`config.mk`:
```
export PLATFORM = sky130hd
export DESIGN_NAME = hazard_controller
export DESIGN_NICKNAME = d
export VERILOG_FILES = /design/src/rtl/hazard_controller.sv
export SDC_FILE = /design/constraint.sdc
export NUM_CORES = 1
export LEC_CHECK = 0
export ABC_AREA = 1
export CORE_ASPECT_RATIO = 0.8
export CORE_MARGIN = 4
export CORE_UTILIZATION = 40
export DETAILED_ROUTE_END_ITERATION = 6
export PLACE_DENSITY = 0.79
export SLEW_MARGIN = 25
export SYNTH_ARGS = -nofsm -noshare
export SYNTH_HDL_FRONTEND = slang
export SYNTH_SLANG_ARGS = --single-unit
```
`constraint.sdc`:
```
create_clock -name clk -period 4.11 [get_ports clk]
set_input_delay 0.6165 -clock clk [delete_from_list [all_inputs] [get_ports clk]]
set_output_delay 0.6165 -clock clk [all_outputs]
set_load 0.005 [all_outputs]
```
`src/rtl/hazard_controller.sv`:
```
// hazard_controller: RAW-stall and branch-flush sequencing for an in-order pipeline.
// Define HAZARD_PERF_CNT_EN to add saturating stall_cnt/flush_cnt outputs.
module hazard_controller #(
    parameter int selectionBits = 4
) (
    input  logic                     clk,
    input  logic                     rst,
    input  logic                     dec_valid,
    input  logic [selectionBits-1:0] dec_rsel1,
    input  logic [selectionBits-1:0] dec_rsel2,
    input  logic                     dec_use1,
    input  logic                     dec_use2,
    input  logic                     dec_wr,
    input  logic [selectionBits-1:0] dec_rd,
    input  logic                     dec_branch,
    input  logic                     mem_pc_wr,
    output logic                     pc_hold,
    output logic                     fd_hold,
    output logic                     fd_flush,
    output logic                     dx_bubble,
    output logic                     issue,
    output logic [1:0]               state
`ifdef HAZARD_PERF_CNT_EN
    ,
    output logic [15:0]              stall_cnt,
    output logic [15:0]              flush_cnt
`endif
);

    // Handshake: issue=1 means the decode instruction is accepted into execute at
    // this rising edge; while issue=0 with dec_valid=1 the instruction must be held.

    typedef enum logic [1:0] {
        RUN   = 2'd0,
        BR_W1 = 2'd1,
        BR_W2 = 2'd2
    } ctrlState_t;

    typedef struct packed {
        logic                     valid;
        logic [selectionBits-1:0] rd;
    } sbEntry_t;

    ctrlState_t curState;
    ctrlState_t nextState;
    sbEntry_t   sb [0:2];

    logic match1;
    logic match2;
    logic hazard;
    logic stallNow;
    logic issueRaw;
    logic pcHoldRaw;
    logic fdHoldRaw;
    logic fdFlushRaw;
    logic dxBubbleRaw;

    // sb2 still matters: the register file is written at the same edge it retires.
    always_comb begin
        match1 = 1'b0;
        match2 = 1'b0;
        for (int i = 0; i < 3; i++) begin
            if (sb[i].valid && (sb[i].rd == dec_rsel1)) match1 = 1'b1;
            if (sb[i].valid && (sb[i].rd == dec_rsel2)) match2 = 1'b1;
        end
    end

    assign hazard = dec_valid & ((dec_use1 & match1) | (dec_use2 & match2));

    always_ff @(posedge clk or negedge rst) begin
        if (!rst) begin
            curState <= RUN;
        end else begin
            curState <= nextState;
        end
    end

    always_comb begin
        nextState   = curState;
        stallNow    = 1'b0;
        issueRaw    = 1'b0;
        pcHoldRaw   = 1'b0;
        fdHoldRaw   = 1'b0;
        fdFlushRaw  = 1'b0;
        dxBubbleRaw = 1'b0;
        case (curState)
            RUN: begin
                if (hazard) begin
                    stallNow    = 1'b1;
                    pcHoldRaw   = 1'b1;
                    fdHoldRaw   = 1'b1;
                    dxBubbleRaw = 1'b1;
                end else if (dec_valid) begin
                    issueRaw = 1'b1;
                    if (dec_branch) begin
                        pcHoldRaw  = 1'b1;
                        fdFlushRaw = 1'b1;
                        nextState  = BR_W1;
                    end
                end
            end
            BR_W1: begin
                pcHoldRaw   = 1'b1;
                fdFlushRaw  = 1'b1;
                dxBubbleRaw = 1'b1;
                nextState   = BR_W2;
            end
            BR_W2: begin
                // Branch resolves in memory now; only a taken branch kills the fetched slot.
                dxBubbleRaw = 1'b1;
                fdFlushRaw  = mem_pc_wr;
                nextState   = RUN;
            end
            default: begin
                nextState = RUN;
            end
        endcase
    end

    // Outputs are forced quiet while reset is held, whatever the inputs do.
    assign issue     = rst & issueRaw;
    assign pc_hold   = rst & pcHoldRaw;
    assign fd_flush  = rst & fdFlushRaw;
    assign fd_hold   = rst & fdHoldRaw & ~fdFlushRaw;
    assign dx_bubble = rst & dxBubbleRaw;
    assign state     = curState;

    always_ff @(posedge clk or negedge rst) begin
        if (!rst) begin
            for (int i = 0; i < 3; i++) begin
                sb[i] <= '0;
            end
        end else begin
            sb[2] <= sb[1];
            sb[1] <= sb[0];
            sb[0] <= '{valid: issue & dec_wr, rd: dec_rd};
        end
    end

`ifdef HAZARD_PERF_CNT_EN
    always_ff @(posedge clk or negedge rst) begin
        if (!rst) begin
            stall_cnt <= '0;
            flush_cnt <= '0;
        end else begin
            if (stallNow && (stall_cnt != 16'hFFFF)) stall_cnt <= stall_cnt + 16'd1;
            if (fd_flush && (flush_cnt != 16'hFFFF)) flush_cnt <= flush_cnt + 16'd1;
        end
    end
`endif

endmodule

```
==> qor.yml, run 1 <==
yosysUniqueCellTypes: 19
hold_viol_final: 0
detail_route.drc_violations: 0
tritoncts.num_buffers: 3
routed_wirelength_um: 2420
path_max_fanout: 4
postSynthCellCount: 142
p_int_mw: 0.313
reg_power_frac: 0.428
cts.path.max_buffers: 2
insertedDiodeCount: 0
area.growth.synth_to_final_pct: 32.5
number_of_flip_flops_and_latches_in_the_synthesized_netlist: 17
placement.io_buffers: 26
placementRows: 16
dpl_worst_slack_ns: 0.952
max_freq_mhz: 316
cts.reportedPaths.clkPinSlew_ns: 0.10
max-cap-violations: 0
slew_at_the_pin_closest_to_its_max_slew_limit_ns: 0.257
period_share: 0.769
crit_required_ns: 3.49
postCtsResizedCells: 0
grt_max_degree: 21
area_of_the_core_um2: 2460
ys.warnings.count: 0
numPlacedInstances: 205
combinationalPowerShare: 0.385
layout_min_cycle_time_ns: 3.16
hold_path_depth: 0
setup_tns_ns: 0
timing.hold.worst.class: "reg2reg"
leakagePower_nw: 0.700
mappedNetlistNets: 167
start_util: 0.423
layout_commonest_cell: "sky130_fd_sc_hd__nand2_1"
slew-limit-headroom: 0.828
final-instance-count-excl-fill: 209
outcome: "complete, no violations"
synth_area_per_cell_um2: 7.34
grt_pass1_wl_um: 4190
setup_viol_count_final: 0
reg2reg_from: "sb[0]"
cts_setup_buffers: 0
p_clk_frac: 0.187
critPathMaxStageDelay_ns: 0.52
antenna_violations_before_repair: 0
p_sw_frac: 0.337
reg_to_reg_setup_timing_slack_ns: 2.73
cts_hold_buf: 0
detail_route.first_pass.iterations: 4
final.setup_skew_ns: 0.00725
die_outline_area_um2: 3490
maxSlewViolCount: 0
setup_slack_ns: 0.950
htreeDepth: 1
end_kind: "output port"
clk_latency_ns: 0.29
critPathArrivalTime_ns: 2.54
die_w_um: 65.1
synth.cell_area_um2: 1040
powerDensity_nw_per_um2: 342
grt_pass1_vias: 941
vias_per_cell: 4.72
gp_routability_congestion: 0.879
startpoint_type: "input port"
most-common-layout-cells: "41 x sky130_fd_sc_hd__nand2_1, 26 x sky130_fd_sc_hd__clkdlybuf4s50_1, 20 x sky130_fd_sc_hd__inv_1, 19 x sky130_fd_sc_hd__nor2_1, 17 x sky130_fd_sc_hd__dfrtp_1"
worst_ir_drop_vdd_mv: 0.219
grt.overflow.total: 0
hold_path_startpoint: "sb[10]"
detail_placement_hpwl_um: 2000
root_buffer: "sky130_fd_sc_hd__clkbuf_4"
tritoncts_clock_tree: "built"
grt_setup_unrepaired: "false"
ios: 27
timing.reg2reg.worst_path_depth: 10
cts_num_sinks: 17
finalPower_mw: 0.473
drive_above_1_share: 0.0809
path_cells: "clkdlybuf4s50_1 -> inv_1 -> nand2_1 -> nand2_1 -> nor2_1 -> nand3_1 -> nand3_1 -> nand2_2 -> nand2_4 -> nand2_2 -> a21oi_1 -> clkdlybuf4s50_1"
critical-path-slowest-cell: "sky130_fd_sc_hd__clkdlybuf4s50_1"
synth_seq_area_share: 0.408
antenna_violating_nets_post_route: 0
worst-setup-path-type: "in2out"
detailroute.via_count: 986
p_sw_mw: 0.159
grt_usage: 0.161
drt-wirelength-per-cell_um: 11.6
final_nets: 199
crit-reg2reg-capture: "state[1]"
die_height_um: 53.7
worst_hold_path.endpoint: "sb[5]"
drt-initial-drc-count: 26
## worst max-delay path, delay by kind of cell
| kind | cells | cell delay (ns) |
|---|---|---|
| compound gates | 1 | 0.15 |
| buf+inv | 3 | 1.11 |
| simple gates | 8 | 0.67 |
## final cells by class
type	count	area [um2]
multi-input cells	103	534
repair buffers	27	268
inverters	22	82.6
well taps	36	45.0
flip-flops and latches	17	425
clock buffers	4	26.3
fillers	254	1080
## power groups by stage
stage	clock network (mW)	registers, mW	logic (mW)
floorplan	0	0.202	0.0939
global placement	0	0.204	0.175
detailed placement	0	0.206	0.182
CTS	0.0940	0.202	0.183
global route	0.101	0.205	0.207
finish	0.0884	0.202	0.182
## synthesized netlist by cell type (all sizes together)
master	count	share of area
a21oi	5	0.028
dfrtp	17	0.41
nor3	1	0.0048
inv	22	0.079
nand3b	1	0.0072
nor4	1	0.0060
nand2	45	0.18
ha	5	0.060
or2	1	0.0060
xnor2	6	0.050
o21ai	8	0.038
nand3	11	0.062
nor2	19	0.068
## cells by family (layout without fill, tap and decap cells)
family,count (synthesis),after routing,share of synthesized area
AOI/OAI and AO/OA,13,13,0.0660
buffers and inverters,22,53,0.0792
adders and majority gates,5,5,0.0600
and+or+nand+nor,79,79,0.336
DFF,17,17,0.408
xor gates and xnor gates,6,6,0.0504
## sequential cells by signal, indices dropped and copies added (netlist names)
signal / flops
state: 2
sb: 15
## through the flow
stage	utilization	cell area (um2)	hold slack, ns
4_1_cts	0.561	1380	0.414
3_3_place_gp	0.550	1360	0.387
3_5_place_dp	0.550	1360	0.392
5_1_grt	0.561	1380	0.440
2_1_floorplan	-	1040	0.321
6_report	0.561	1380	0.406
## metal layers
layer / track usage / share of wire / vias up
li1: - / - / 497
met1: 0.206 / 0.45 / 459
met2: 0.265 / 0.48 / 28
met3: 0.0480 / 0.061 / 2
met4: 0.0483 / 0.0041 / 0
met5: 0 / 0 / -
## worst max path at each step
stage,cells past startpoint,start,endpoint
2_1_floorplan,10,dec_rsel2[1],dx_bubble
3_3_place_gp,12,dec_rsel1[1],fd_hold
3_5_place_dp,12,dec_rsel2[1],fd_hold
4_1_cts,12,dec_rsel2[1],pc_hold
5_1_grt,12,dec_rsel2[3],pc_hold
6_report,12,dec_rsel2[1],pc_hold
No activity file was read; power rests on OpenSTA's default activity.
==> run 2: changes to the inputs <==
- clock period: 4.11 -> 3.2 ns (I/O delays scaled with it)
==> qor.yml, run 2 (same netlist as run 1, synthesis figures left out) <==
cts_num_sinks: 17
most-common-layout-cells: "41 x sky130_fd_sc_hd__nand2_1, 26 x sky130_fd_sc_hd__clkdlybuf4s50_1, 20 x sky130_fd_sc_hd__inv_1, 19 x sky130_fd_sc_hd__nor2_1, 17 x sky130_fd_sc_hd__dfrtp_1"
cts_hold_buf: 0
final_nets: 200
cts_setup_buffers: 0
setup_tns_ns: 0
final.setup_skew_ns: 0.00183
die_height_um: 53.7
slew_at_the_pin_closest_to_its_max_slew_limit_ns: 0.234
startpoint_type: "input port"
critPathArrivalTime_ns: 2.41
hold_path_startpoint: "sb[10]"
detail_route.first_pass.iterations: 4
detail_placement_hpwl_um: 1960
critical-path-slowest-cell: "sky130_fd_sc_hd__clkdlybuf4s50_1"
slew-limit-headroom: 0.842
detail_route.drc_violations: 0
tritoncts.num_buffers: 3
worst-setup-path-type: "in2out"
path_max_fanout: 6
setup_viol_count_final: 0
powerDensity_nw_per_um2: 433
die_w_um: 65.1
insertedDiodeCount: 0
htreeDepth: 1
grt_usage: 0.150
timing.hold.worst.class: "reg2reg"
period_share: 0.902
drt-initial-drc-count: 83
path_cells: "clkdlybuf4s50_1 -> o21ai_0 -> nor2_1 -> nand3_1 -> nand3_1 -> nand2_2 -> nand2_4 -> nand2_2 -> a21oi_1 -> clkdlybuf4s50_1"
reg2reg_from: "sb[0]"
reg_to_reg_setup_timing_slack_ns: 1.80
postCtsResizedCells: 0
placementRows: 16
area_of_the_core_um2: 2460
worst_hold_path.endpoint: "sb[5]"
die_outline_area_um2: 3490
start_util: 0.423
hold_viol_final: 0
grt_max_degree: 12
outcome: "complete, no violations"
routed_wirelength_um: 2370
end_kind: "output port"
grt_pass1_vias: 930
finalPower_mw: 0.602
clk_latency_ns: 0.29
setup_slack_ns: 0.313
ios: 27
layout_min_cycle_time_ns: 2.89
hold_path_depth: 0
grt_setup_unrepaired: "false"
drive_above_1_share: 0.0862
gp_routability_congestion: 0.892
max_freq_mhz: 346
maxSlewViolCount: 0
antenna_violating_nets_post_route: 0
detailroute.via_count: 984
vias_per_cell: 4.69
crit_required_ns: 2.72
largest_register_ff_count: 15
dpl_worst_slack_ns: 0.321
max-cap-violations: 0
crit-reg2reg-capture: "state[1]"
layout_commonest_cell: "sky130_fd_sc_hd__nand2_1"
leakagePower_nw: 0.704
grt.overflow.total: 0
registers.top_by_ff_count: "sb"
cts.path.max_buffers: 2
tritoncts_clock_tree: "built"
critPathMaxStageDelay_ns: 0.57
placement.io_buffers: 26
grt_pass1_wl_um: 4000
root_buffer: "sky130_fd_sc_hd__clkbuf_4"
cts.reportedPaths.clkPinSlew_ns: 0.09
drt-wirelength-per-cell_um: 11.3
timing.reg2reg.worst_path_depth: 10
antenna_violations_before_repair: 0
worst_ir_drop_vdd_mv: 0.265
area.growth.synth_to_final_pct: 33.3
-- run 2: cell types whose count changed in the layout (fill, tap and decap cells not counted) --
cell | before | now
sky130_fd_sc_hd__buf_4 | 1 | 2
-- run 2: cell type report --
cell class	count	area (um2)
Fill cell	235	1070
Sequential cell	17	425
Multi-Input combinational cell	103	534
Timing Repair Buffer	28	275
Inverter	22	82.6
Clock buffer	4	26.3
Tap cell	36	45.0
-- run 2: metal layers --
metal	wire length, um	global-route usage	part of all wire
met5	0	0	0
met4	10	0.0207	0.0042
met3	139	0.0418	0.059
met2	1140	0.263	0.48
met1	1080	0.191	0.46
-- run 2: worst max-delay path: cells and delay by family --
kind	cells	cell delay [ns]
and+or+nand+nor	6	0.56
buffers and inverters	2	1.09
AOI/OAI and AO/OA	2	0.26
-- run 2: per-stage QoR --
| step | utilization | hold WS [ns] | cell area, um2 | std cells |
|---|---|---|---|---|
| after floorplan | - | 0.184 | 1040 | 142 |
| after global placement | 0.553 | 0.389 | 1360 | 206 |
| after detailed placement | 0.553 | 0.383 | 1360 | 206 |
| after CTS | 0.564 | 0.406 | 1390 | 210 |
| after global routing | 0.564 | 0.416 | 1390 | 210 |
| final | 0.564 | 0.404 | 1390 | 210 |
-- run 2: worst max-delay path by stage --
stage	startpoint	endpoint	slack, ns
after floorplan	state[0]	pc_hold	1.52
after global placement	dec_rsel1[1]	pc_hold	0.37
after detailed placement	dec_rsel2[0]	pc_hold	0.32
after CTS	dec_rsel2[0]	pc_hold	0.31
after global routing	dec_rsel2[3]	pc_hold	0.17
final	dec_rsel2[0]	pc_hold	0.31
-- run 2: power breakdown --
group	switching [mW]	leakage (nW)	total, mW	internal, mW
Sequential	0.0228	0.207	0.259	0.236
Combinational	0.111	0.483	0.229	0.118
Clock	0.0655	0.0150	0.114	0.0485
==> run 3: changes to the inputs <==
- CORE_UTILIZATION: 40 -> 35
- PLACE_DENSITY: 0.79 -> 0.65
==> qor.yml, run 3 (same netlist as run 1, synthesis figures left out) <==
cts_num_sinks: 17
final-instance-count-excl-fill: 211
reg_power_frac: 0.405
clk_latency_ns: 0.25
startpoint_type: "input port"
timing.hold.worst.class: "reg2reg"
hold_viol_final: 0
grt_pass1_wl_um: 4470
registers.top_by_ff_count: "sb"
worst_ir_drop_vdd_mv: 0.274
p_sw_mw: 0.208
critPathArrivalTime_ns: 2.41
detail_route.first_pass.iterations: 4
finish.utilization: 0.500
detailroute.wirelength.met2_um: 1150
root_buffer: "sky130_fd_sc_hd__clkbuf_8"
placement.io_buffers: 26
grt_pass1_vias: 935
timing.reg2reg.worst_path_depth: 6
hold_path_startpoint: "sb[5]"
die_outline_area_um2: 3920
slew_at_the_pin_closest_to_its_max_slew_limit_ns: 0.238
crit_required_ns: 2.72
hold_path_depth: 0
most-common-layout-cells: "41 x sky130_fd_sc_hd__nand2_1, 26 x sky130_fd_sc_hd__clkdlybuf4s50_1, 20 x sky130_fd_sc_hd__inv_1, 19 x sky130_fd_sc_hd__nor2_1, 17 x sky130_fd_sc_hd__dfrtp_1"
tritoncts.num_buffers: 3
period_share: 0.903
final_nets: 199
placementRows: 17
die_w_um: 69.0
worst_hold_path.endpoint: "sb[0]"
grt.overflow.total: 0
route.layer.met1.wl_um: 1250
reg2reg_from: "state[1]"
drt-initial-drc-count: 53
area_of_the_core_um2: 2810
gp_routability_congestion: 0.945
insertedDiodeCount: 0
numPlacedInstances: 207
leakagePower_nw: 0.707
grt_max_degree: 18
p_clk_frac: 0.242
dpl_worst_slack_ns: 0.329
grt_usage: 0.142
met3_length_um: 105
drt-wirelength-per-cell_um: 12.0
powerDensity_nw_per_um2: 463
final.setup_skew_ns: 0.00541
n_fill_cell: 282
detail_placement_hpwl_um: 2090
postCtsResizedCells: 0
path_max_fanout: 4
outcome: "complete, no violations"
ios: 27
cts_setup_buffers: 0
antenna_violations_before_repair: 0
cts_hold_buf: 0
antenna_violating_nets_post_route: 0
htreeDepth: 1
tritoncts_clock_tree: "built"
setup_slack_ns: 0.311
slew-limit-headroom: 0.840
highest_layer: "met4"
largest_register_ff_count: 15
reg_to_reg_setup_timing_slack_ns: 1.86
setup_tns_ns: 0
start_util: 0.371
detailroute.via_count: 956
detail_route.drc_violations: 0
setup_viol_count_final: 0
die_height_um: 56.8
drive_above_1_share: 0.0809
end_kind: "output port"
cts.reportedPaths.clkPinSlew_ns: 0.06
routed_wirelength_um: 2530
layout_min_cycle_time_ns: 2.89
layout_commonest_cell: "sky130_fd_sc_hd__nand2_1"
vias_per_cell: 4.53
worst-setup-path-type: "in2out"
maxSlewViolCount: 0
area.growth.synth_to_final_pct: 34.6
cts.path.max_buffers: 2
p_int_mw: 0.442
finalPower_mw: 0.650
combinationalPowerShare: 0.353
crit-reg2reg-capture: "state[0]"
grt_setup_unrepaired: "false"
p_sw_frac: 0.320
max-cap-violations: 0
max_freq_mhz: 346
==> run 3: cell count changes in the layout (fill, tap and decap cells not counted) <==
cell                       change
sky130_fd_sc_hd__buf_4         -1
sky130_fd_sc_hd__clkbuf_4      -3
sky130_fd_sc_hd__clkbuf_8      +3
==> run 3: worst max-delay path by stage <==
stage | from | to | slack (ns) | depth (start not counted)
after floorplan | state[0] | pc_hold | 1.52 | 7
after global placement | dec_rsel1[3] | fd_hold | 0.32 | 12
after detailed placement | dec_rsel1[3] | fd_hold | 0.33 | 12
after CTS | dec_rsel1[3] | fd_hold | 0.32 | 12
after global routing | dec_rsel2[1] | dx_bubble | 0.14 | 12
final | dec_rsel1[3] | pc_hold | 0.31 | 12
==> run 3: cell type report <==
class	count	area [um2]	area share
clock buffer	4	45.0	0.0321
sequential	17	425	0.303
timing repair buffer	27	268	0.191
inverter	22	82.6	0.0589
tap	38	47.5	0.0339
multi-input combinational	103	534	0.381
==> run 3: stage by stage <==
step,instance area (um2),hold WS (ns)
3_5_place_dp,1360,0.391
6_report,1400,0.404
5_1_grt,1400,0.424
2_1_floorplan,1040,0.184
3_3_place_gp,1360,0.388
4_1_cts,1400,0.406
==> run 3: layer usage <==
layer,track usage,vias up
li1,-,494
met1,0.203,439
met2,0.212,21
met3,0.0322,2
met4,0.0418,0
met5,0,-
==> run 3: worst max-delay path: stages <==
cell	delay, ns
sky130_fd_sc_hd__clkdlybuf4s50_1	0.58
sky130_fd_sc_hd__inv_2	0.05
sky130_fd_sc_hd__nand2_1	0.06
sky130_fd_sc_hd__nand2_1	0.04
sky130_fd_sc_hd__nor2_1	0.12
sky130_fd_sc_hd__nand3_1	0.11
sky130_fd_sc_hd__nand3_2	0.10
sky130_fd_sc_hd__nand2_4	0.07
sky130_fd_sc_hd__nand2_4	0.08
sky130_fd_sc_hd__nand2_2	0.05
sky130_fd_sc_hd__a21oi_1	0.13
sky130_fd_sc_hd__clkdlybuf4s50_1	0.52
==> run 3: power by group through the flow <==
stage,Clock [mW],Sequential [mW],Combinational [mW]
final,0.157,0.263,0.230
after detailed placement,0,0.267,0.230
after global placement,0,0.266,0.226
after floorplan,0,0.259,0.121
after global routing,0.177,0.268,0.265
after CTS,0.163,0.263,0.231
